--- src/rtl/fpga_cfg_loader.sv ---
// fpga_cfg_loader: serial sync-hunting config loader with CRC-8 checked atomic commit
module fpga_cfg_loader #(
  parameter int                   CFG_BITS  = 86,
  parameter logic [7:0]           SYNC_WORD = 8'hA5,
  parameter logic [CFG_BITS-1:0]  CFG_RESET = '0
) (
  input  logic                clk,
  input  logic                rst,
  input  logic                bit_in,
  input  logic                bit_valid,
  output logic                bit_ready,
  input  logic                abort,
  output logic [CFG_BITS-1:0] cfg_out,
  output logic                cfg_commit,
  output logic                cfg_loaded,
  output logic                crc_err,
  output logic                busy
);
  localparam int CW = $clog2(CFG_BITS+1);
  typedef enum logic [1:0] {HUNT, LOAD, RCRC, CHECK} state_t;
  state_t r_state, w_nxt;
  logic [7:0] r_win, r_crc, r_rx;
  logic [CFG_BITS-1:0] r_sh;
  logic [CW-1:0] r_cnt;
  logic w_acc, w_fb, w_good, w_last_pay, w_last_crc;
  logic [7:0] w_win, w_crc;
  assign w_acc      = bit_valid && bit_ready;
  assign w_win      = {r_win[6:0], bit_in};
  assign w_fb       = r_crc[7] ^ bit_in;
  assign w_crc      = {r_crc[6:0], 1'b0} ^ (w_fb ? 8'h07 : 8'h00);
  assign w_good     = r_crc == r_rx;
  assign w_last_pay = r_cnt == CW'(CFG_BITS-1);
  assign w_last_crc = r_cnt == CW'(7);
  // state register
  always_ff @(posedge clk)
    r_state <= rst ? HUNT : w_nxt;
  // next state: only accepted bits advance, CHECK always lasts one cycle, abort wins
  always_comb
    w_nxt = abort                                    ? HUNT  :
            r_state == CHECK                         ? HUNT  :
            !w_acc                                   ? r_state :
            (r_state == HUNT && w_win == SYNC_WORD)  ? LOAD  :
            (r_state == LOAD && w_last_pay)          ? RCRC  :
            (r_state == RCRC && w_last_crc)          ? CHECK : r_state;
  // handshake, status and one-cycle verdict pulses
  always_comb begin
    bit_ready  = r_state != CHECK;
    busy       = r_state != HUNT;
    cfg_commit = r_state == CHECK && !abort && w_good;
    crc_err    = r_state == CHECK && !abort && !w_good;
  end
  // sync window, payload shadow, running CRC, received CRC, bit counter and committed word
  always_ff @(posedge clk) begin
    if (rst) begin
      r_win      <= '0;
      r_sh       <= '0;
      r_crc      <= '0;
      r_rx       <= '0;
      r_cnt      <= '0;
      cfg_out    <= CFG_RESET;
      cfg_loaded <= 1'b0;
    end else begin
      r_win <= (abort || w_nxt != HUNT) ? '0 : (w_acc && r_state == HUNT) ? w_win : r_win;
      r_cnt <= (abort || w_nxt != r_state) ? '0 : (w_acc && r_state != HUNT) ? r_cnt + 1'b1 : r_cnt;
      r_sh  <= abort ? '0 : (w_acc && r_state == LOAD) ? {r_sh[CFG_BITS-2:0], bit_in} : r_sh;
      r_crc <= (abort || (r_state == HUNT && w_nxt == LOAD)) ? '0 : (w_acc && r_state == LOAD) ? w_crc : r_crc;
      r_rx  <= (!abort && w_acc && r_state == RCRC) ? {r_rx[6:0], bit_in} : r_rx;
      if (cfg_commit) begin
        cfg_out    <= r_sh;
        cfg_loaded <= 1'b1;
      end
    end
  end
endmodule

--- config.mk ---
export PLATFORM = sky130hd
export DESIGN_NAME = fpga_cfg_loader
export DESIGN_NICKNAME = d
export VERILOG_FILES = /design/src/rtl/fpga_cfg_loader.sv
export SDC_FILE = /design/constraint.sdc
export NUM_CORES = 1
export LEC_CHECK = 0
export CAP_MARGIN = 20
export CORE_UTILIZATION = 55
export DETAILED_ROUTE_END_ITERATION = 7
export PLACE_DENSITY = 0.78
export SYNTH_ARGS = -nofsm -noshare
export SYNTH_HDL_FRONTEND = slang
export SYNTH_SLANG_ARGS = --single-unit
--- constraint.sdc ---
create_clock -name clk -period 4.1 [get_ports clk]
set_input_delay 1.23 -clock clk [delete_from_list [all_inputs] [get_ports clk]]
set_output_delay 1.23 -clock clk [all_outputs]
set_load 0.1 [all_outputs]
==> metrics, run 1 <==
violated checks DRC; Adder-Cell Fraction of Synth Area 0.299%; most frequent cells in the layout dfxtp_1 (205), nand2_1 (176), nand2b_1 (175), mux2i_1 (108), clkdlybuf4s50_1 (89); TritonCTS Buffers 22; min Tclk post-route about 3.8 ns; RSZ-0062 raised after global routing false; worst hold path class register to register; fraction of the mapped netlist area in simple logic gates around 25%; die width 125 µm; Syn Nets 917; #FFs+latches synth ~210; wirelength, routed about 15 mm; crit start category input port; post-synthesis mux area share roughly an eighth; number of cell rows 44; DR WL/cell between 10 and 15 µm; Ys Warns 0; IO Pins between 90 and 100; Slowest-stage cell, CP clkdlybuf4s50_1; XOR/XNOR share of the synthesized area under 10%; crit path capture type output port; hpwl dp 9.20 mm; Max clock buf depth 3; Max-cap violations 0; Synth Instances just over 900; drt pass-1 iters 7; drt via density 5.14; clk sinks 205; vias in the first global route 5,698; register area share after synthesis 49.0%; largest net degree at the start of global routing 96; DRT antenna net count 0; area of the core approximately 15,000 µm²; Initial DRC Count between 300 and 400; ANT cells 0; Die H 125 µm; Mapped Area approximately 8400 µm²; Peak VDD IR 0.000332 V; leakage power ~3.1 nW; GP Congestion 0.783; combinational family with the most area after synthesis simple AND/OR/NAND/NOR gates; Worst Path Max Fanout 4; commonest non-fill, non-tap cell in the layout dfxtp_1; starting density of the core between 50% and 60%; DP Cell Count 1,132; Synth Area in Compound Gates a little under 7%; share of layout cells above drive strength 1 6.19%; Setup Total Neg Slack 0 ns; outcome finished with violations; Worst Path Required ~2.9 ns; final hold violations 0; Setup Skew between 0.008 and 0.009 ns; Power Dens Cells 395 nW/µm²; Root Driver clkbuf_16; crit path DAT ~2.6 ns; crit-path max cell delay between 0.4 and 0.5 ns; setup violators final 0; Worst-path clk slew 0.06 ns; clock latency on the worst-skew pair ~0.49 ns; Resized cells post-CTS 0; Tcrit/Tclk final between 90 and 100%; critical path class input port to output port; Worst-Margin Slew about 1.0 ns; Via Count about 6,000; DIE AREA 15,700 µm²; Fillers between 1,000 and 1,500; first-pass GRT wire length between 20 and 30 mm; Fmax 262 MHz; buffer count from post-CTS setup fixing 0; All-Layer GR Usage approximately 20%; PortBufs 95; critical-path cell list clkdlybuf4s50_1 > nand3b_1 > nor4_2 > buf_4 > buf_12; CTS tree built; library cells used by synthesis a little over 40; Final Max Slew Viols 0; nets@finish between 900 and 1,000; syn avg cell area about 9 µm²; initial antenna violation count 0; slew margin rel. 32.9%; GRT overflow 0; H-tree depth 1; Layout area overhead 20.3%; Post-CTS Hold Fix Bufs 0; Final Instance Count excl. Fillers ~1,200; DRC Markers 10
[per-stage QoR]
step	setup WS, ns	power (mW)	hold slack, ns	cell area (µm²)	utilization (%)
2_1_floorplan	0.209	2.12	0.437	8380	-
3_3_place_gp	0.283	2.15	0.448	9380	63.8
3_5_place_dp	0.265	2.15	0.456	9380	63.8
4_1_cts	0.267	4.02	0.464	10100	68.6
5_1_grt	0.208	4.12	0.484	10100	68.6
6_report	0.283	3.98	0.459	10100	68.6
[worst max-delay path: cells and delay by family]
kind          cells  cell delay [ns]
simple gates      2             0.52
buf+inv           3             0.82
[registers in the layout (all words and copies together) (netlist names)]
register    count
cfg_out        86
r_sh           86
r_crc           8
r_rx            8
r_cnt           7
r_win           7
r_state         2
cfg_loaded      1
[layout make-up]
class	count	area [µm²]	share of cell area, %
sequential	205	4100	40.7
timing repair buffer	105	1090	10.8
inverter	2	7.51	0.0745
multi-input combinational	636	3960	39.2
tap	184	230	2.28
clock inverter	5	28.8	0.285
clock buffer	32	669	6.64
[path summary, 6_finish.rpt]
check             slack, ns  cells past startpoint          end        from
hold reg to reg        0.46                      2     r_sh[85]    r_sh[85]
setup / recovery       0.28                      5   cfg_commit       abort
hold / removal         0.46                      2     r_sh[85]    r_sh[85]
setup reg to reg       1.91                      5  cfg_out[72]  r_state[1]
[cells by family (layout without fill, tap and decap cells)]
| logic type | count (synthesis) | after routing |
|---|---|---|
| simple gates | 412 | 412 |
| flops | 205 | 205 |
| mux | 108 | 108 |
| compound gates | 96 | 96 |
| buf+inv | 69 | 144 |
| xor+xnor | 18 | 18 |
| fa+ha+maj | 2 | 2 |
[power breakdown]
group	internal, mW	switching (mW)	total (mW)
registers	1.99	0.00154	1.99
clock network	1.13	0.750	1.88
logic	0.0433	0.0650	0.108
total	3.16	0.816	3.98
[routing by layer]
metal / up-vias / track usage [%] / part of all wire [%]
met3: 21 / 3.00 / 3.3
met4: 0 / 4.66 / 1.6
li1: 3106 / - / -
met5: - / 0 / 0
met2: 95 / 34.9 / 47
met1: 2782 / 25.4 / 48
[Yosys cell counts (all sizes together)]
| cell | n | area share, % |
|---|---|---|
| a2111oi | 2 | 0.30 |
| a211oi | 1 | 0.15 |
| a21bo | 1 | 0.12 |
| a21boi | 1 | 0.13 |
| a21oi | 86 | 5.1 |
| a31oi | 1 | 0.25 |
| a32oi | 1 | 0.19 |
| and2 | 3 | 0.22 |
| and3 | 3 | 0.22 |
| and4bb | 1 | 0.15 |
| buf | 34 | 2.5 |
| clkbuf | 33 | 1.5 |
| dfxtp | 205 | 49 |
| ha | 2 | 0.30 |
| inv | 2 | 0.090 |
| mux2i | 108 | 13 |
| nand2 | 177 | 8.0 |
| nand2b | 175 | 13 |
| nand3 | 4 | 0.24 |
| nand3b | 2 | 0.18 |
| nand4 | 4 | 0.30 |
| nor2 | 13 | 0.58 |
| nor2b | 2 | 0.15 |
| nor3 | 14 | 0.84 |
| nor3b | 1 | 0.090 |
| nor4 | 8 | 0.60 |
| nor4bb | 2 | 0.24 |
| o21ba | 1 | 0.12 |
| o31ai | 1 | 0.090 |
| o41ai | 1 | 0.33 |
| or2 | 2 | 0.15 |
| or4 | 1 | 0.090 |
| xnor2 | 11 | 1.1 |
| xor2 | 7 | 0.73 |
Power figures use the tool's default switching activity.
==> run 2: changes to the inputs <==
--- a/config.mk
+++ b/config.mk
@@ -8,7 +8,8 @@
 export CAP_MARGIN = 20
 export CORE_UTILIZATION = 55
 export DETAILED_ROUTE_END_ITERATION = 7
-export PLACE_DENSITY = 0.78
+export DONT_BUFFER_PORTS = 1
+export PLACE_DENSITY = 0.7
 export SYNTH_ARGS = -nofsm -noshare
 export SYNTH_HDL_FRONTEND = slang
 export SYNTH_SLANG_ARGS = --single-unit
==> run 2 against run 1 <==
  * The run still ends with DRC left
  * Via count is 4.6% lower
  * Clock-buffer cell count stayed put
  * Final cell count down 8.2%
  * Hold slack improved by 0.0078 ns
  * Non-clock buffer count down 98
  * Sequential power is essentially flat
  * Cell area decreased by 9.4%
  * Fmax rose by 8.2%
  * Worst setup slack improved by 0.29 ns
  * Clock power up 5%
  * Power rose by 2.0%
  * Largest power group unchanged
==> metrics, run 2 (synthesis results as in run 1) <==
outcome finished with violations; violated checks DRC; share of layout cells above drive strength 1 5.96%; Slowest-stage cell, CP nor4_2; die width about 130 µm; Setup Total Neg Slack 0 ns; wirelength, routed 15.3 mm; PortBufs 0; placed cell area ~8400 µm²; ANT cells 0; Worst-Margin Slew around 1.1 ns; crit start category input port; sequential share of power 49.2%; TritonCTS Buffers 22; starting density of the core between 50% and 60%; design area 9140 µm²; Setup Skew ~0.014 ns; initial antenna violation count 0; setup violators final 0; Max clock buf depth 3; Initial DRC Count 464; commonest non-fill, non-tap cell in the layout dfxtp_1; GP Congestion roughly 0.71; IO Pins between 90 and 100; DRT antenna net count 0; DR WL/cell approximately 14 µm; critical-path cell list nand3b_1 > nor4_2 > clkbuf_16; Root Driver clkbuf_16; area of the core about 15,000 µm²; Worst-path clk slew ~0.060 ns; r2r startpoint r_state[1]; drt via density between 5 and 6; largest registers cfg_out x86, r_sh x86; Combinational Power Share under 10%; worst hold path class register to register; CTS tree built; Via Count 5,728; All-Layer GR Usage between 10% and 20%; clock latency on the worst-skew pair 0.49 ns; Max-cap violations 0; Resized cells post-CTS 0; final hold violations 0; Internal Power approximately 3.3 mW; DRC Markers 8; Die H 125 µm; vias in the first global route around 5,600; most frequent cells in the layout dfxtp_1 (205), nand2_1 (176), nand2b_1 (175), mux2i_1 (108), a21oi_1 (86); first-pass GRT wire length between 20 and 30 mm; critical path class input port to output port; Power Dens Cells around 440 nW/µm²; clk sinks a little over 200; H-tree depth 1; crit path capture type output port; drt pass-1 iters 7; largest net degree at the start of global routing between 150 and 200; Switch Pwr 801 µW; min Tclk post-route 3.53 ns; DP Cell Count around 1,000; switching share of total power about a fifth; crit path DAT approximately 2.3 ns; nets@finish about 900; Clk pwr share about half; GRT overflow 0; Peak VDD IR roughly 0.00034 V; RSZ-0062 raised after global routing false; Post-CTS Hold Fix Bufs 0; Worst Path Required roughly 2.9 ns; Worst Setup SP abort; DIE AREA roughly 16,000 µm²; crit-path max cell delay roughly 0.56 ns; Final Max Slew Viols 0; buffer count from post-CTS setup fixing 0; Worst Path Max Fanout 4; number of cell rows 44; hpwl dp 9.10 mm; Final Instance Count excl. Fillers 1,073; slew margin rel. slightly below 30%; Hold Crit Start r_sh[85]; Tcrit/Tclk final between 80% and 90%; leakage power approximately 2.8 nW; Fmax ~280 MHz; Layout area overhead 9.04%
run 2: cell types whose count changed in the layout (fill, tap and decap cells not counted), moves of 2 or more:
cell             change
clkdlybuf4s50_1     -89
clkbuf_8             -2
clkbuf_1             +2
buf_12               -4
buf_4                -6
bufinv_16            +2
run 2: path summary, 6_finish.rpt:
| kind | endpoint | slack [ns] | cells past startpoint |
|---|---|---|---|
| hold / removal | r_sh[85] | 0.47 | 2 |
| hold reg to reg | r_sh[85] | 0.47 | 2 |
| setup / recovery | cfg_commit | 0.57 | 3 |
| setup reg to reg | cfg_out[14] | 1.70 | 4 |
run 2: critical path, delay by kind of cell:
family | cells | cell delay [ns]
AND/OR/NAND/NOR | 2 | 0.75
buffers and inverters | 1 | 0.31
run 2: per-layer routing:
layer / track usage (%) / wire (µm)
met1: 23.7 / 6710
met2: 35.2 / 7530
met3: 4.49 / 729
met4: 4.88 / 296
met5: 0 / 0
run 2: final cells by class:
class                      count  area [µm²]
clock buffer                  32         649
clock inverter                 7        91.3
fill                        1244        5560
inverter                       2        7.51
multi-input combinational    636        3960
sequential                   205        4100
tap                          184         230
timing repair buffer           7        95.1
run 2: per-stage QoR:
| step | power, mW | utilization [%] | setup WS (ns) | hold slack, ns |
|---|---|---|---|---|
| 6_report | 4.06 | 62.1 | 0.571 | 0.467 |
| 5_1_grt | 4.20 | 62.1 | 0.495 | 0.484 |
| 4_1_cts | 4.10 | 62.0 | 0.555 | 0.463 |
| 3_5_place_dp | 2.11 | 57.0 | 0.574 | 0.461 |
| 3_3_place_gp | 2.11 | 57.0 | 0.595 | 0.453 |
| 2_1_floorplan | 2.12 | - | 0.209 | 0.437 |
run 2: power groups by stage:
| stage | logic, mW | clock network, mW | registers, mW |
|---|---|---|---|
| after floorplan | 0.0870 | 0 | 2.04 |
| after global placement | 0.0755 | 0 | 2.04 |
| after detailed placement | 0.0766 | 0 | 2.04 |
| after CTS | 0.0768 | 2.03 | 1.99 |
| after global routing | 0.0842 | 2.12 | 1.99 |
| final | 0.0780 | 1.98 | 1.99 |
==> run 3: changes to the inputs <==
--- a/config.mk
+++ b/config.mk
@@ -13,3 +13,4 @@
 export SYNTH_ARGS = -nofsm -noshare
 export SYNTH_HDL_FRONTEND = slang
 export SYNTH_SLANG_ARGS = --single-unit
+export TNS_END_PERCENT = 10
==> constraint.sdc (replaced) <==
create_clock -name clk -period 4 [get_ports clk]
set_input_delay 1.2 -clock clk [delete_from_list [all_inputs] [get_ports clk]]
set_output_delay 1.2 -clock clk [all_outputs]
set_load 0.1 [all_outputs]
==> run 3 against run 2 <==
  * The run still ends with DRC left
  * Final cell count barely moved
  * Clock skew shrank 0.0025 ns
  * Global-route usage rose by 0.097 points
  * Worst setup slack got worse by 0.027 ns
  * Combinational power increased by 4.7%
  * Largest cell class unchanged
  * Largest power group unchanged
  * Die area unchanged
  * Critical path depth unchanged
  * Clock-buffer cell count is 5 higher
==> metrics, run 3 (synthesis results as in run 1) <==
largest net degree at the start of global routing roughly 180; Worst Setup SP abort; buffer count from post-CTS setup fixing 0; switching share of total power between 10% and 20%; critical-path cell list nand3b_1 > nor4_2 > clkbuf_16; pre-CTS setup slack 0.545 ns; nets@finish approximately 880; most frequent cells in the layout dfxtp_1 (205), nand2_1 (176), nand2b_1 (175), mux2i_1 (108), a21oi_1 (86); crit path DAT between 2 and 2.5 ns; Layout area overhead 9.04%; Combinational Power Share around 2.0%; Worst-Margin Slew between 1 and 1.5 ns; crit start category input port; CTS tree built; PortBufs 0; area of the core around 15,000 µm²; Max-cap violations 0; crit path buf inv count 1; wirelength, routed about 16 mm; clk sinks around 210; Worst-path clk slew roughly 0.060 ns; Via Count around 5,700; GRT overflow 0; Internal Power roughly 3.3 mW; Post-CTS Hold Fix Bufs 0; crit path capture type output port; Worst Path Required roughly 2.8 ns; ANT cells 0; violated checks DRC; min Tclk post-route between 3 and 4 ns; die width about 130 µm; number of cell rows 44; drt via density between 5 and 6; Slowest-stage cell, CP nor4_2; TritonCTS Buffers 22; Switch Pwr about 810 µW; leakage power 2.81 nW; Root Driver clkbuf_16; DRC Markers 8; critical path class input port to output port; post-route setup slack 0.544 ns; GP Congestion slightly above 0.7; Power Dens Cells 450 nW/µm²; Setup Skew between 0.01 and 0.015 ns; first-pass GRT wire length 26.3 mm; RSZ-0062 raised after global routing false; Tcrit/Tclk final ~86%; area of the multi-input gates approximately 4000 µm²; Final Max Slew Viols 0; slew margin rel. a little under a third; clock latency on the worst-skew pair approximately 0.49 ns; Setup Total Neg Slack 0 ns; FF+latch area a little over 4000 µm²; initial antenna violation count 0; Clk pwr share around 48%; Peak VDD IR about 0.00039 V; DRT antenna net count 0; share of layout cells above drive strength 1 6.07%; Fmax between 200 and 300 MHz; r2r startpoint r_state[1]; commonest non-fill, non-tap cell in the layout dfxtp_1; Fillers between 1,000 and 1,500; DIE AREA ~16,000 µm²; All-Layer GR Usage 19.7%; starting density of the core about 57%; Resized cells post-CTS 0; worst hold path class register to register; vias in the first global route ~5,500; DR WL/cell between 10 and 15 µm; hpwl dp just over 9 mm; Die H approximately 130 µm; outcome finished with violations; IO Pins 96; CP top delay family simple AND/OR/NAND/NOR gates; H-tree depth 1; crit-path max cell delay between 0.5 and 0.6 ns; drt pass-1 iters 8; Max clock buf depth 3; largest registers cfg_out x86, r_sh x86; sequential share of power around half; setup violators final 0; Hold Crit Start r_sh[85]; Initial DRC Count approximately 450; final hold violations 0; Worst Path Max Fanout 4
-- run 3: worst paths after layout --
kind / endpoint / slack, ns / depth (start not counted)
min reg2reg: r_sh[85] / 0.46 / 2
min: r_sh[85] / 0.46 / 2
max reg2reg: cfg_out[48] / 1.64 / 4
max: cfg_commit / 0.54 / 3
-- run 3: cell type report --
cell class              instances  area share (%)
flip-flops and latches        205            44.9
multi-input cells             636            43.3
clock buffers                  37            7.86
well taps                     184            2.52
repair buffers                  7            1.12
clock inverters                 3           0.164
inverters                       2          0.0822
-- run 3: worst register-to-register path, delay by kind of cell (launching register included) --
kind	cells	cell delay, ns
multiplexers	1	0.38
buffers and inverters	1	0.52
flip-flops	1	0.61
AND/OR/NAND/NOR	2	0.77
-- run 3: power by group through the flow --
| stage | clock [mW] | combinational, mW | sequential (mW) |
|---|---|---|---|
| after floorplan | 0 | 0.0891 | 2.09 |
| after global placement | 0 | 0.0775 | 2.09 |
| after detailed placement | 0 | 0.0788 | 2.09 |
| after CTS | 2.03 | 0.0790 | 2.04 |
| after global routing | 2.12 | 0.0873 | 2.04 |
| final | 1.98 | 0.0817 | 2.04 |
-- run 3: metrics by stage --
stage / utilization, % / power, mW / instances / cell area [µm²] / hold WS (ns)
6_report: 62.1 / 4.11 / 1074 / 9140 / 0.459
5_1_grt: 62.1 / 4.25 / 1074 / 9140 / 0.479
4_1_cts: 62.0 / 4.15 / 1073 / 9110 / 0.460
3_5_place_dp: 57.0 / 2.17 / 1033 / 8370 / 0.450
3_3_place_gp: 57.0 / 2.17 / 1033 / 8370 / 0.452
2_1_floorplan: - / 2.18 / 910 / 8380 / 0.437
-- run 3: metal layers --
| metal | global-route usage, % | vias to the layer above | part of all wire [%] |
|---|---|---|---|
| li1 | - | 2912 | - |
| met1 | 24.3 | 2688 | 44 |
| met2 | 34.6 | 107 | 49 |
| met3 | 4.36 | 28 | 4.7 |
| met4 | 5.52 | 0 | 1.9 |
| met5 | 0 | - | 0 |
